### src/rtl/pcache_tag_ctrl_pkg.sv
// Shared constants and types for the per-tile primitive parameter cache.
//   PCACHE_ENTRIES : cache depth in triangles
//   PCACHE_TAG_W   : tag / cache address width
//   PCACHE_RD_LAT  : cycles from address presented to read data valid
package pcache_tag_ctrl_pkg;

  localparam int PCACHE_ENTRIES = 1024;
  localparam int PCACHE_TAG_W   = 10;
  localparam int PCACHE_RD_LAT  = 1;

  typedef logic [PCACHE_TAG_W-1:0] pcache_tag_t;

endpackage

### src/rtl/pcache_tag_ctrl_rd_pipe.sv
// pcache_rd_pipe: valid + tag delay line that tracks the cache read latency.
//   clock, reset_n : clock, async active-low reset (clears every stage)
//   i_valid, i_tag : read accepted this cycle and its tag
//   o_valid, o_tag : read data for o_tag is valid at the cache outputs
// Tag stages only load behind a valid bit, so o_tag holds the last read tag.
module pcache_rd_pipe #(
  parameter int TAG_W = 10,
  parameter int DEPTH = 1
) (
  input  logic             clock,
  input  logic             reset_n,
  input  logic             i_valid,
  input  logic [TAG_W-1:0] i_tag,
  output logic             o_valid,
  output logic [TAG_W-1:0] o_tag
);

  logic [DEPTH-1:0] r_vld;
  logic [TAG_W-1:0] r_tag [DEPTH];

  always_ff @(posedge clock or negedge reset_n) begin
    if (!reset_n) begin
      r_vld <= '0;
      for (int i = 0; i < DEPTH; i++) r_tag[i] <= '0;
    end else begin
      r_vld[0] <= i_valid;
      if (i_valid) r_tag[0] <= i_tag;
      for (int i = 1; i < DEPTH; i++) begin
        r_vld[i] <= r_vld[i-1];
        if (r_vld[i-1]) r_tag[i] <= r_tag[i-1];
      end
    end
  end

  assign o_valid = r_vld[DEPTH-1];
  assign o_tag   = r_tag[DEPTH-1];

endmodule

### src/rtl/pcache_tag_ctrl.sv
// pcache_tag_ctrl: owns the parameter cache address port. Allocates sequential
// tags to parsed triangles (writes), arbitrates TSP reads onto the same port
// and flags when read data is valid at the cache outputs.
//   clock, reset_n                 : clock, async active-low reset
//   tile_start                     : pulse, restarts tag allocation
//   prim_valid / prim_ready        : triangle handshake from the parser
//   alloc_tag / alloc_valid        : tag given to the accepted triangle
//   alloc_count / alloc_full       : tags used this tile / cache full
//   rd_valid / rd_tag / rd_ready   : TSP read request handshake
//   rd_data_valid / rd_tag_out     : cache read data valid for rd_tag_out
//   prim_tag / pcache_write        : cache address and write strobe
module pcache_tag_ctrl
  import pcache_tag_ctrl_pkg::*;
#(
  parameter int TAG_W   = PCACHE_TAG_W,
  parameter int ENTRIES = PCACHE_ENTRIES,
  parameter int RD_LAT  = PCACHE_RD_LAT
) (
  input  logic             clock,
  input  logic             reset_n,
  input  logic             tile_start,
  input  logic             prim_valid,
  output logic             prim_ready,
  output logic [TAG_W-1:0] alloc_tag,
  output logic             alloc_valid,
  output logic [TAG_W:0]   alloc_count,
  output logic             alloc_full,
  input  logic             rd_valid,
  input  logic [TAG_W-1:0] rd_tag,
  output logic             rd_ready,
  output logic             rd_data_valid,
  output logic [TAG_W-1:0] rd_tag_out,
  output logic [TAG_W-1:0] prim_tag,
  output logic             pcache_write
);

  localparam int CNT_W = TAG_W + 1;

  logic [CNT_W-1:0] r_alloc_count;
  logic             r_alloc_full;
  logic             r_alloc_valid;
  logic [TAG_W-1:0] r_alloc_tag;
  logic [TAG_W-1:0] r_prim_tag;

  logic             w_wr_acc;
  logic             w_rd_acc;
  logic [TAG_W-1:0] w_next_tag;

  // The next free tag always equals the number allocated; full stops the
  // count at ENTRIES, so the truncation never wraps into a live tag.
  assign w_next_tag = r_alloc_count[TAG_W-1:0];

  assign prim_ready = !r_alloc_full && !tile_start;
  assign w_wr_acc   = prim_valid && prim_ready;
  assign rd_ready   = !w_wr_acc && !tile_start;
  assign w_rd_acc   = rd_valid && rd_ready;

  // Idle cycles keep the last address on the port.
  always_comb begin
    prim_tag = r_prim_tag;
    if (w_wr_acc)      prim_tag = w_next_tag;
    else if (w_rd_acc) prim_tag = rd_tag;
  end

  assign pcache_write = w_wr_acc;

  always_ff @(posedge clock or negedge reset_n) begin
    if (!reset_n) begin
      r_alloc_count <= '0;
      r_alloc_full  <= 1'b0;
      r_alloc_valid <= 1'b0;
      r_alloc_tag   <= '0;
      r_prim_tag    <= '0;
    end else begin
      r_alloc_valid <= w_wr_acc;
      r_prim_tag    <= prim_tag;
      if (w_wr_acc) r_alloc_tag <= w_next_tag;
      if (tile_start) begin
        r_alloc_count <= '0;
        r_alloc_full  <= 1'b0;
      end else if (w_wr_acc) begin
        r_alloc_count <= r_alloc_count + 1'b1;
        r_alloc_full  <= (r_alloc_count == CNT_W'(ENTRIES - 1));
      end
    end
  end

  assign alloc_count = r_alloc_count;
  assign alloc_full  = r_alloc_full;
  assign alloc_valid = r_alloc_valid;
  assign alloc_tag   = r_alloc_tag;

  // tile_start does not touch this pipe: in-flight reads still complete.
  pcache_rd_pipe #(
    .TAG_W (TAG_W),
    .DEPTH (RD_LAT)
  ) u_rd_pipe (
    .clock   (clock),
    .reset_n (reset_n),
    .i_valid (w_rd_acc),
    .i_tag   (rd_tag),
    .o_valid (rd_data_valid),
    .o_tag   (rd_tag_out)
  );

endmodule

### config.mk
export PLATFORM = sky130hd
export DESIGN_NAME = pcache_tag_ctrl
export DESIGN_NICKNAME = d
export VERILOG_FILES = /design/src/rtl/pcache_tag_ctrl_pkg.sv /design/src/rtl/pcache_tag_ctrl_rd_pipe.sv /design/src/rtl/pcache_tag_ctrl.sv
export SDC_FILE = /design/constraint.sdc
export NUM_CORES = 1
export LEC_CHECK = 0
export ABC_AREA = 1
export BUFFER_PORTS_ARGS = -buffer_cell sky130_fd_sc_hd__clkbuf_2
export CAP_MARGIN = 20
export CORE_MARGIN = 10
export CORE_UTILIZATION = 35
export DETAILED_ROUTE_END_ITERATION = 16
export REMOVE_ABC_BUFFERS = 1
export SETUP_SLACK_MARGIN = 0.02
export SLEW_MARGIN = 20
export SYNTH_ARGS = -nofsm -noshare
export SYNTH_HDL_FRONTEND = slang
export SYNTH_SLANG_ARGS = --single-unit
### constraint.sdc
create_clock -name clock -period 2.8 [get_ports clock]
set_input_delay 0.56 -clock clock [delete_from_list [all_inputs] [get_ports clock]]
set_output_delay 0.56 -clock clock [all_outputs]
set_load 0.005 [all_outputs]
==> flow_summary_export.csv, run 1 <==
group,metric,value,unit
timing,setup_viol,0,
global_route,gr-total-overflow,0,
setup_path,endpoint_kind,"output port",
global_route,pin_count_of_the_biggest_net_entering_global_routing,26,
clocking,clock_insertion_delay_worst_skew,0.30,ns
timing,fmax,425,MHz
global_route,via_count_of_the_first_global_routing_pass,1724,
route,antenna_left,0,
timing,hold_slack,0.271,ns
placement,worst_slack_placed,0.472,ns
global_route,grt_first_pass_wirelength,8570,um
setup_path,critical_path_type,"reg -> out",
placement,placement.io_buffers,61,
placement,dp.final_hpwl,3790,um
final_layout,syn2layout_area_growth,23.8,%
pwr,powerDensity,526,nW/um^2
yosys,netlist_instances,230,
timing,final_hold_viol_count,0,
clocking,path_clk_slew,0.08,ns
yosys,syn_area,1940,um^2
pwr,vdd.ir_drop.worst,0.254,mV
route,drt-initial-drc-count,74,
timing,final.setup.tns,0,ns
floorplanning,die-height,94.4,um
clocking,cts_setup_buffers,0,
final_layout,diodes,0,
final_layout,nets,312,
timing,period_needed,2.35,ns
setup_path,timing.rr.start,"alloc_count[0]",
global_route,number_of_antenna_violations_at_the_first_check_in_global_routing,0,
timing,max-slew-margin-rel,57.3,%
setup_path,crit_path_start_kind,"flip-flop",
timing,timing.final.ws_setup,0.449,ns
route,via_count,1649,
worst_hold_path,hp-class,"in -> async",
setup_path,rrSetupSlack,1.30,ns
floorplanning,std_cell_rows,27,
placement,global_placement_routability_congestion,0.858,
clocking,holdBufCountCts,0,
flow_run,maxCapViolations,0,
final_layout,finalInstanceArea,2400,um^2
timing,post_route_fraction_of_the_period_consumed_by_the_critical_path,83.9,%
yosys,synthesis.yosys.warnings,0,
timing,finalClockSkew,0.00629,ns
setup_path,worst-r2r-cell-count,8,
setup_path,worst-endpoint-required,2.24,ns
route,vias_per_cell,4.48,
clocking,cts-root-buf,"sky130_fd_sc_hd__clkbuf_8",
floorplanning,core-area,5440,um^2
clocking,max-clock-path-buffers,2,
final_layout,fillerInstances,570,
final_layout,drive_gt1_share,29.7,%
route,wl_per_cell,13.9,um
global_route,global_route.usage.total,12.3,%
floorplanning,die-width,94.4,um
timing,tightestPinTransition,0.641,ns
status,outcome,"finished, final reports clean",
clocking,cts_resized,0,
clocking,cts_tree,"done",
clocking,cts_buffers,5,
placement,dpl-instance-area,2320,um^2
timing,drv_slew,0,
pwr,power_leakage,0.00139,uW
yosys,syn_avg_cell_area,8.43,um^2
yosys,synth.lib_cells_used.distinct,22,
floorplanning,effective_utilization_at_floorplan,35.6,%
route,remaining_drc_errors,0,
route,detail_route.wirelength,5130,um
timing,rsz_0062_raised_after_global_routing,"no",
route,first_pass_iters,4,
setup_path,rr_endpoint,"alloc_count[8]",
floorplanning,die_outline_area,8910,um^2
placement,dpl_cells,361,
setup_path,critical_path.max_fanout,11,
yosys,synth_sequential_area_ratio,56.8,%
floorplanning,ioPinCount,62,
yosys,synth_seq_cells,44,
final_layout,instances_no_fill,368,
clocking,clock_sink_count,44,
setup_path,critPathArrivalTime,1.79,ns
clocking,cts-htree-levels,2,
-- worst max-delay path by stage --
stage | startpoint | to | cells after the start
final | alloc_full | prim_tag[9] | 9
after global routing | alloc_full | prim_tag[9] | 9
after CTS | alloc_full | prim_tag[9] | 9
after detailed placement | prim_valid | prim_tag[9] | 9
after global placement | prim_valid | prim_tag[9] | 9
after floorplan | tile_start | prim_tag[0] | 5
-- cell usage after synthesis --
library cell               instances  area, um^2
sky130_fd_sc_hd__a21oi_2           2        17.5
sky130_fd_sc_hd__nand3_1           9        45.0
sky130_fd_sc_hd__buf_6             2        22.5
sky130_fd_sc_hd__o21ai_0           7        35.0
sky130_fd_sc_hd__nor3_1            1        5.00
sky130_fd_sc_hd__a21oi_4           1        16.3
sky130_fd_sc_hd__o21ai_1           1        5.00
sky130_fd_sc_hd__inv_2             2        7.51
sky130_fd_sc_hd__o22ai_1           1        6.26
sky130_fd_sc_hd__inv_1            15        56.3
sky130_fd_sc_hd__nand4_1           4        25.0
sky130_fd_sc_hd__nand2_2          11        68.8
sky130_fd_sc_hd__o21bai_1          2        15.0
sky130_fd_sc_hd__xnor2_1           1        8.76
sky130_fd_sc_hd__nor2_1           13        48.8
sky130_fd_sc_hd__a21oi_1           4        20.0
sky130_fd_sc_hd__a22o_1            1        8.76
sky130_fd_sc_hd__ha_1              1        12.5
sky130_fd_sc_hd__buf_2             4        20.0
sky130_fd_sc_hd__nand2_1         103         387
sky130_fd_sc_hd__nor2_2            1        6.26
sky130_fd_sc_hd__dfrtp_1          44        1100
-- report_power, final --
| group | internal (uW) | switching [uW] |
|---|---|---|
| sequential | 680 | 23.2 |
| combinational | 70.9 | 100 |
| clock | 170 | 216 |
-- layer usage --
metal / global-route usage (%) / wire [um]
met5: 0 / 0
met4: 5.82 / 130
met3: 4.84 / 432
met2: 19.2 / 2280
met1: 14.5 / 2290
-- cell families (layout without fill, tap and decap cells) --
logic type / after synthesis / count (layout) / synth area share [%]
fa+ha+maj: 1 / 1 / 0.645
compound gates: 19 / 19 / 6.39
xor+xnor: 1 / 1 / 0.452
flops: 44 / 44 / 56.8
buf+inv: 23 / 89 / 5.49
simple gates: 142 / 142 / 30.2
-- flip-flops by register name, indices dropped and copies added, names as in the netlist --
signal and cells:
alloc_count 11, alloc_tag 10, r_prim_tag 10, u_rd_pipe.o_tag 10, alloc_full 1, alloc_valid 1
u_rd_pipe.o_valid 1
-- placed cells by master (no fill, tap or decap) --
cell type and n:
sky130_fd_sc_hd__inv_1 15, sky130_fd_sc_hd__o21ai_1 1, sky130_fd_sc_hd__inv_2 2, sky130_fd_sc_hd__a22o_1 1, sky130_fd_sc_hd__nor3_1 1, sky130_fd_sc_hd__clkbuf_1 1, sky130_fd_sc_hd__buf_4 4, sky130_fd_sc_hd__o22ai_1 1
sky130_fd_sc_hd__clkbuf_2 61, sky130_fd_sc_hd__clkbuf_8 5, sky130_fd_sc_hd__nor2_1 13, sky130_fd_sc_hd__nand4_1 4, sky130_fd_sc_hd__a21oi_1 4, sky130_fd_sc_hd__xnor2_1 1, sky130_fd_sc_hd__ha_1 1, sky130_fd_sc_hd__dfrtp_1 44
sky130_fd_sc_hd__clkinv_2 1, sky130_fd_sc_hd__a21oi_2 2, sky130_fd_sc_hd__a21oi_4 1, sky130_fd_sc_hd__nor2_2 1, sky130_fd_sc_hd__nand2_1 103, sky130_fd_sc_hd__nand2_2 11, sky130_fd_sc_hd__nand3_1 9, sky130_fd_sc_hd__o21ai_0 7
sky130_fd_sc_hd__o21bai_1 2
-- critical path, stage by stage (launching register included) --
cell and delay, ns:
sky130_fd_sc_hd__dfrtp_1 0.38, sky130_fd_sc_hd__inv_1 0.09, sky130_fd_sc_hd__a21oi_4 0.25, sky130_fd_sc_hd__nand2_2 0.09
sky130_fd_sc_hd__inv_2 0.26, sky130_fd_sc_hd__nand2_1 0.11, sky130_fd_sc_hd__nand2_1 0.08, sky130_fd_sc_hd__nand2_1 0.05
sky130_fd_sc_hd__nand2_1 0.07, sky130_fd_sc_hd__clkbuf_2 0.11
-- cell type report --
cell class                      count  area, um^2  share of cell area [%]
Inverter                           17        63.8                    2.66
Sequential cell                    44        1100                    45.9
Clock buffer                        6        72.6                    3.03
Tap cell                           72        90.1                    3.76
Timing Repair Buffer               65         335                    14.0
Clock inverter                      1        5.00                   0.209
Multi-Input combinational cell    163         731                    30.5
-- stage by stage --
stage          total power (uW)  util (%)
2_1_floorplan               790         -
3_3_place_gp                892      42.7
3_5_place_dp                895      42.7
4_1_cts                    1280      44.1
5_1_grt                    1340      44.1
6_report                   1260      44.1
Note: power is estimated with default switching activity, not from simulation.
==> run 2, diff against run 1 <==
Clock period 2.8 ns to 2.4 ns, I/O delays scaled along.
==> run 2 against run 1 <==
  * Register-to-register slack worse by 0.41 ns
  * Cell count up 0.82%
  * Combinational power up 18%
  * Critical path type unchanged
==> flow_summary_export.csv, run 2 (same netlist as run 1, synthesis figures left out) <==
group,metric,value,unit
route,detail_route.wirelength,5100,um
timing,final.setup.tns,0,ns
global_route,pin_count_of_the_biggest_net_entering_global_routing,26,
clocking,cts_resized,0,
pwr,power.switching,386,uW
setup_path,critPathArrivalTime,1.67,ns
timing,setup_viol,0,
timing,tightestPinTransition,0.626,ns
pwr,p_total,1500,uW
pwr,sw_frac_of_total,25.7,%
final_layout,final_core_util,44.7,%
route,first_pass_iters,4,
timing,fmax,466,MHz
clocking,cts_buffers,5,
timing,rsz_0062_raised_after_global_routing,"no",
clocking,max-clock-path-buffers,2,
status,outcome,"finished, final reports clean",
pwr,clockPowerShare,31.8,%
final_layout,syn2layout_area_growth,25.3,%
floorplanning,die-width,94.4,um
final_layout,diodes,0,
route,wl_per_cell,13.7,um
floorplanning,core-area,5440,um^2
setup_path,crit_start,"alloc_full",
global_route,number_of_antenna_violations_at_the_first_check_in_global_routing,0,
clocking,cts-htree-levels,2,
final_layout,multiInputGateArea,731,um^2
global_route,grt_first_pass_wirelength,8880,um
timing,max-slew-margin-rel,58.3,%
pwr,power_leakage,0.00141,uW
clocking,cts_tree,"done",
pwr,internal-power,1110,uW
clocking,cts-root-buf,"sky130_fd_sc_hd__clkbuf_8",
timing,hold_slack,0.184,ns
timing,drv_slew,0,
final_layout,fillerInstances,573,
final_layout,nets,314,
setup_path,worst-r2r-cell-count,8,
route,drt-initial-drc-count,59,
timing,post_route_fraction_of_the_period_consumed_by_the_critical_path,89.4,%
setup_path,worst-endpoint-required,1.92,ns
clocking,path_clk_slew,0.08,ns
floorplanning,std_cell_rows,27,
setup_path,rr_endpoint,"alloc_count[8]",
timing,finalClockSkew,0.00442,ns
pwr,vdd.ir_drop.worst,0.315,mV
clocking,clock_sink_count,44,
floorplanning,effective_utilization_at_floorplan,35.6,%
global_route,via_count_of_the_first_global_routing_pass,1801,
pwr,powerDensity,617,nW/um^2
route,vias_per_cell,4.48,
setup_path,crit_path_start_kind,"flip-flop",
clocking,cts_setup_buffers,0,
floorplanning,die-height,94.4,um
clocking,clock_insertion_delay_worst_skew,0.29,ns
placement,global_placement_routability_congestion,0.798,
flow_run,maxCapViolations,0,
global_route,global_route.usage.total,12.5,%
floorplanning,ioPinCount,62,
placement,placement.io_buffers,61,
setup_path,critical_path.max_fanout,16,
clocking,holdBufCountCts,0,
final_layout,commonest_non_fill_non_tap_cells_in_the_layout,"sky130_fd_sc_hd__nand2_1, sky130_fd_sc_hd__clkbuf_2, sky130_fd_sc_hd__dfrtp_1",
final_layout,seq_area,1100,um^2
setup_path,rrSetupSlack,0.89,ns
floorplanning,die_outline_area,8910,um^2
pwr,comb_power_share,13.5,%
pwr,share_of_power_burned_in_registers,54.8,%
timing,period_needed,2.15,ns
timing,final_hold_viol_count,0,
route,via_count,1662,
final_layout,largest_register_ffs,11,
final_layout,layout.cells.most_common,"sky130_fd_sc_hd__nand2_1",
setup_path,timing.rr.start,"alloc_count[0]",
final_layout,drive_gt1_share,30.1,%
worst_hold_path,hp-class,"in -> async",
setup_path,endpoint_kind,"output port",
global_route,gr-total-overflow,0,
route,remaining_drc_errors,0,
route,antenna_left,0,
placement,dp.final_hpwl,3890,um
setup_path,critical_path_type,"reg -> out",
run 2: area by class of cell:
cell class | count | area share, %
clock buffer | 8 | 3.71
inverter | 17 | 2.73
multi-input combinational | 163 | 30.1
sequential | 44 | 45.3
tap | 72 | 3.71
timing repair buffer | 67 | 14.4
run 2: worst max-delay path by stage:
stage	to	cells after the start
after global placement	prim_tag[9]	9
after floorplan	prim_tag[0]	5
final	prim_tag[7]	9
after global routing	prim_tag[7]	9
after CTS	prim_tag[9]	9
after detailed placement	prim_tag[9]	9
run 2: worst max-delay path, cell delays in order (launching register included):
cell and delay (ns):
sky130_fd_sc_hd__dfrtp_1 0.41, sky130_fd_sc_hd__inv_1 0.12, sky130_fd_sc_hd__a21oi_4 0.08, sky130_fd_sc_hd__nand2_2 0.13, sky130_fd_sc_hd__buf_4 0.24, sky130_fd_sc_hd__nand2_1 0.07
sky130_fd_sc_hd__nand2_1 0.07, sky130_fd_sc_hd__nand2_1 0.04, sky130_fd_sc_hd__nand2_1 0.09, sky130_fd_sc_hd__clkbuf_2 0.12
run 2: per-layer routing:
layer,share of wire [%],GRT usage (%)
met1,46,15.5
met2,46,20.4
met3,6.8,3.97
met4,1.1,3.42
met5,0,0
run 2: power groups by stage:
stage	Sequential [uW]	Combinational [uW]	Clock, uW
2_1_floorplan	836	84.9	0
3_3_place_gp	836	207	0
3_5_place_dp	837	209	0
4_1_cts	822	210	492
5_1_grt	829	236	533
6_report	821	202	477
run 2: metrics by stage:
step	cells	setup slack [ns]	cell area, um^2
6_report	371	0.255	2430
2_1_floorplan	224	0.478	1900
4_1_cts	371	0.123	2430
5_1_grt	371	0.0348	2430
3_5_place_dp	363	0.277	2340
3_3_place_gp	363	0.314	2340
